### config.mk
export PLATFORM = sky130hd
export DESIGN_NAME = fir
export DESIGN_NICKNAME = d
export VERILOG_FILES = /design/src/rtl/fir.sv
export SDC_FILE = /design/constraint.sdc
export NUM_CORES = 2
export LEC_CHECK = 0
export CAP_MARGIN = 20
export CORE_UTILIZATION = 55
export DETAILED_ROUTE_END_ITERATION = 10
export PLACE_DENSITY_LB_ADDON = 0.15
export SETUP_SLACK_MARGIN = 0.02
export SLEW_MARGIN = 40
export SYNTH_ARGS = -nofsm -noshare
export SYNTH_HDL_FRONTEND = slang
export SYNTH_SLANG_ARGS = --single-unit
### constraint.sdc
create_clock -name clk -period 14 [get_ports clk]
set_clock_uncertainty 0.15 [all_clocks]
set_input_delay 2.1 -clock clk [delete_from_list [all_inputs] [get_ports clk]]
set_output_delay 2.1 -clock clk [all_outputs]
set_load 0.05 [all_outputs]
### src/rtl/fir.sv
// fir: 15-tap symmetric low-pass FIR filter with AXI-Stream style handshakes.
//
// One input sample is accepted per clock while the output register is empty
// or being drained. The output register is loaded on the same edge as the
// accept, so there is one clock of latency from input to output.
//
// Ports
//   clk                 system clock, rising-edge active
//   reset               asynchronous reset, active low
//   s_axis_fir_tdata    signed 16-bit input sample
//   s_axis_fir_tvalid   input sample valid
//   s_axis_fir_tlast    input end-of-packet marker
//   s_axis_fir_tready   block can accept a sample (combinational)
//   m_axis_fir_tdata    signed 32-bit filter output
//   m_axis_fir_tvalid   output sample valid
//   m_axis_fir_tlast    end-of-packet marker for the output sample
//   m_axis_fir_tkeep    byte enables, all bytes always valid
//   m_axis_fir_tready   downstream accepts the output sample
module fir #(
    parameter int NTAPS  = 15,
    parameter int COEF_W = 16
) (
    input  logic        clk,
    input  logic        reset,
    input  logic [15:0] s_axis_fir_tdata,
    input  logic        s_axis_fir_tvalid,
    input  logic        s_axis_fir_tlast,
    output logic        s_axis_fir_tready,
    output logic [31:0] m_axis_fir_tdata,
    output logic        m_axis_fir_tvalid,
    output logic        m_axis_fir_tlast,
    output logic [3:0]  m_axis_fir_tkeep,
    input  logic        m_axis_fir_tready
);

    // Coefficient set is defined for 15 taps; any extra taps read as zero.
    localparam int NCOEF = 15;
    localparam int COEF_TBL [NCOEF] = '{
        -82, -134, 0, 650, 1900, 3551, 5023, 5600,
        5023, 3551, 1900, 650, 0, -134, -82
    };

    function automatic logic signed [COEF_W-1:0] coef(input int k);
        logic signed [COEF_W-1:0] c;
        c = '0;
        if (k < NCOEF) begin
            c = COEF_W'(COEF_TBL[k]);
        end
        return c;
    endfunction

    logic signed [15:0] x_q [NTAPS];
    logic signed [15:0] x_d [NTAPS];
    logic [31:0]        tdata_q, tdata_d;
    logic               tvalid_q, tvalid_d;
    logic               tlast_q, tlast_d;
    logic               accept;
    logic signed [31:0] acc;
    logic signed [COEF_W+15:0] prod;

    assign s_axis_fir_tready = ~tvalid_q | m_axis_fir_tready;
    assign accept            = s_axis_fir_tvalid & s_axis_fir_tready;

    // Post-shift delay line: the newest sample contributes to this output.
    always_comb begin
        for (int k = 0; k < NTAPS; k++) begin
            x_d[k] = x_q[k];
        end
        if (accept) begin
            for (int k = NTAPS - 1; k > 0; k--) begin
                x_d[k] = x_q[k-1];
            end
            x_d[0] = s_axis_fir_tdata;
        end
    end

    // Exact sum; the coefficient magnitudes keep |y| below 2^30.
    always_comb begin
        acc  = '0;
        prod = '0;
        for (int k = 0; k < NTAPS; k++) begin
            prod = coef(k) * x_d[k];
            acc  = acc + 32'(prod);
        end
    end

    always_comb begin
        tdata_d  = tdata_q;
        tvalid_d = tvalid_q;
        tlast_d  = tlast_q;
        if (accept) begin
            tdata_d  = acc;
            tvalid_d = 1'b1;
            tlast_d  = s_axis_fir_tlast;
        end else if (m_axis_fir_tready) begin
            tvalid_d = 1'b0;
        end
    end

    always_ff @(posedge clk or negedge reset) begin
        if (!reset) begin
            for (int k = 0; k < NTAPS; k++) begin
                x_q[k] <= '0;
            end
            tdata_q  <= '0;
            tvalid_q <= 1'b0;
            tlast_q  <= 1'b0;
        end else begin
            for (int k = 0; k < NTAPS; k++) begin
                x_q[k] <= x_d[k];
            end
            tdata_q  <= tdata_d;
            tvalid_q <= tvalid_d;
            tlast_q  <= tlast_d;
        end
    end

    assign m_axis_fir_tdata  = tdata_q;
    assign m_axis_fir_tvalid = tvalid_q;
    assign m_axis_fir_tlast  = tlast_q;
    assign m_axis_fir_tkeep  = 4'hF;

endmodule

==> reports/metrics.yaml <==
die:
  core_um2: 113000
  die_area_um2: 116000
  num_rows: 123
  start_util_pct: 55.8
  io_pins: 60
  die_w_um: 341
  die_h_um: 341
timing:
  drv_slew: 0
  finalWorstSetupSlack_ps: 93.0
  tightest_slew_ps: 790
  min_period_ps: 13910
  fin_crit_sh_pct: 99.3
  setup_viol_count_final: 0
  fin_tns_setup_ps: 0
  final_hold_viol_count: 0
  max_slew_margin_pct: 47.0
  clock.fmax_ghz: 0.0719
  rsz0062_at_grt: "yes"
place:
  io_buffers: 55
  routabilityCongestion: 0.959
  place_hpwl_um: 164000
  place_ws_ps: -843
logic_synthesis:
  ys_types: 81
  synth-edff-count: 0
  syn_area_per_cell_um2: 9.71
  synth_top_area_share_pct: 41.0
  synth_cells: 6506
  yosysWarnings: 0
  async_flop_share_pct: 100
  yosys.area.top_type: "fa_1"
  synth-seq-area-share_pct: 10.9
  ys.flop_type: "dfrtp_1"
  ys_ff_latch: 274
  syn-cell-area_um2: 63200
  synth_area_leaders: "fa_1 41%, ha_1 18%, inv_1 13%"
setup_path:
  critical_path_class: "input pin to flip-flop"
  required_ps: 14340
  critPathLaunchType: "input pin"
  end_kind: "flip-flop"
  critPathSlowestCell: "fa_2"
  critPathMaxFanout: 8
  cpPeakStageDelay_ps: 590
  crit_path_frequent_cell: "fa_1"
  arrival_ps: 14250
run_status:
  status: "completed"
detailed_routing:
  drt-total-wl_um: 187000
  vias: 46200
  drtPass1Iterations: 6
  drtIter0Drc: 3306
  ant_nets: 0
  post-route-drc-count: 0
  via_per_inst: 5.11
  routedWlPerCell_um: 20.7
clock_network:
  cts_tree: "yes"
  htreeDepth: 2
  clock_latency_ps: 650
  clk_transition_reported_paths_ps: 70
  holdBufCountCts: 0
  clock_tree.root_cell: "clkbuf_16"
  numClockSinks: 274
  cts-buffers-inserted: 43
  max-clock-path-buffers: 3
cells_and_area:
  final_core_util_pct: 67.1
  final_common_cell: "inv_1"
  areaGrowthSynthToFinish_pct: 20.2
  most-common-layout-cells: "2117 x inv_1, 1267 x fa_1, 920 x buf_4"
  drive_gt1_share_pct: 17.9
  layout.nets: 9709
  antenna_cells: 0
global_route:
  grt_pass1_vias: 48400
  grtUsageTotal_pct: 33.1
  antenna_found_initial: 1
  grt_pass1_wl_um: 287000
  grt_max_degree: 87
  grt.overflow.total: 0
min_path:
  hold_class: "flip-flop to flip-flop"
flow_run:
  drv_cap: 0
-- logic make-up (layout without fill, tap and decap cells) --
logic type | count (synthesis) | after routing | synth area share [%]
adder cells (fa/ha/maj) | 2182 | 2182 | 58.6
flip-flops | 274 | 274 | 10.9
other | 2 | 5 | 0.0119
XOR/XNOR | 268 | 268 | 3.74
multiplexers | 113 | 113 | 1.81
buffers and inverters | 2228 | 3258 | 13.3
AO/OA/AOI/OAI | 509 | 509 | 5.32
AND/OR/NAND/NOR | 930 | 931 | 6.40
-- what timing repair did --
| action | CTS | global route |
|---|---|---|
| pin swaps | 3 | 135 |
| endpoints found under the setup margin | 7 | 18 |
| hold endpoints to repair | 0 | 0 |
| gates cloned | 0 | 6 |
| resized for setup | 33 | 349 |
| buffers inserted | 6 | 42 |
-- path summary, 6_finish.rpt --
kind | end | from | cells after the start | slack [ps]
max | m_axis_fir_tdata[30] | m_axis_fir_tready | 48 | 90
min | x_q[192] | x_q[208] | 2 | 310
max reg2reg | m_axis_fir_tdata[30] | m_axis_fir_tvalid | 47 | 1630
min reg2reg | x_q[192] | x_q[208] | 2 | 310
max in group asynchronous | x_q[22] | reset | 4 | 10470
min in group asynchronous | x_q[127] | reset | 1 | 1300
-- layer usage --
layer | GRT usage, % | part of all wire (%)
met5 | 0 | 0.0070
met4 | 6.75 | 2.5
met3 | 6.36 | 7.9
met2 | 49.5 | 43
met1 | 50.2 | 47
-- metrics by stage --
step | cells | instance area [um^2] | hold WS [ps]
global route | 9040 | 75900 | 322
floorplan | 6509 | 63300 | 282
global placement | 8906 | 72400 | 303
finish | 9040 | 75900 | 311
detailed placement | 8907 | 72400 | 309
CTS | 8992 | 74100 | 310
-- cells in the mapped netlist, types with 25 or more instances --
cell and number:
and3_1 30, nand2_1 560, fa_1 1293, mux2i_1 101
inv_1 2159, nor3_1 52, o21ai_0 111, nand3_1 39
xnor2_1 178, dfrtp_1 274, nor2_1 123, ha_1 889
a21oi_1 123, nor2b_1 25, o21a_1 35, xor2_1 89
a21o_1 55, a211oi_1 25, clkbuf_1 33
-- flip-flops by register name (all words and copies together) (netlist names) --
| signal | count |
|---|---|
| m_axis_fir_tdata | 32 |
| m_axis_fir_tlast | 1 |
| x_q | 240 |
| m_axis_fir_tvalid | 1 |
-- layout make-up --
cell class / count / area, um^2
Multi-Input combinational cell: 4008 / 49400
Sequential cell: 274 / 6860
Inverter: 2162 / 8120
Clock buffer: 48 / 1100
Timing Repair Buffer: 1017 / 8190
Fill cell: 9262 / 37300
Clock inverter: 31 / 398
Tap cell: 1500 / 1880
-- critical path: cells and delay by family --
family          cells  cell delay, ps
simple gates        8            1200
buf+inv            15            1980
xor+xnor            1             110
fa+ha+maj          16            7250
compound gates      7            1390
mux                 1             210
Power is left out: the tool's default activity adds up to more than one toggle a clock period on the data nets, which glitch-free logic cannot reach.
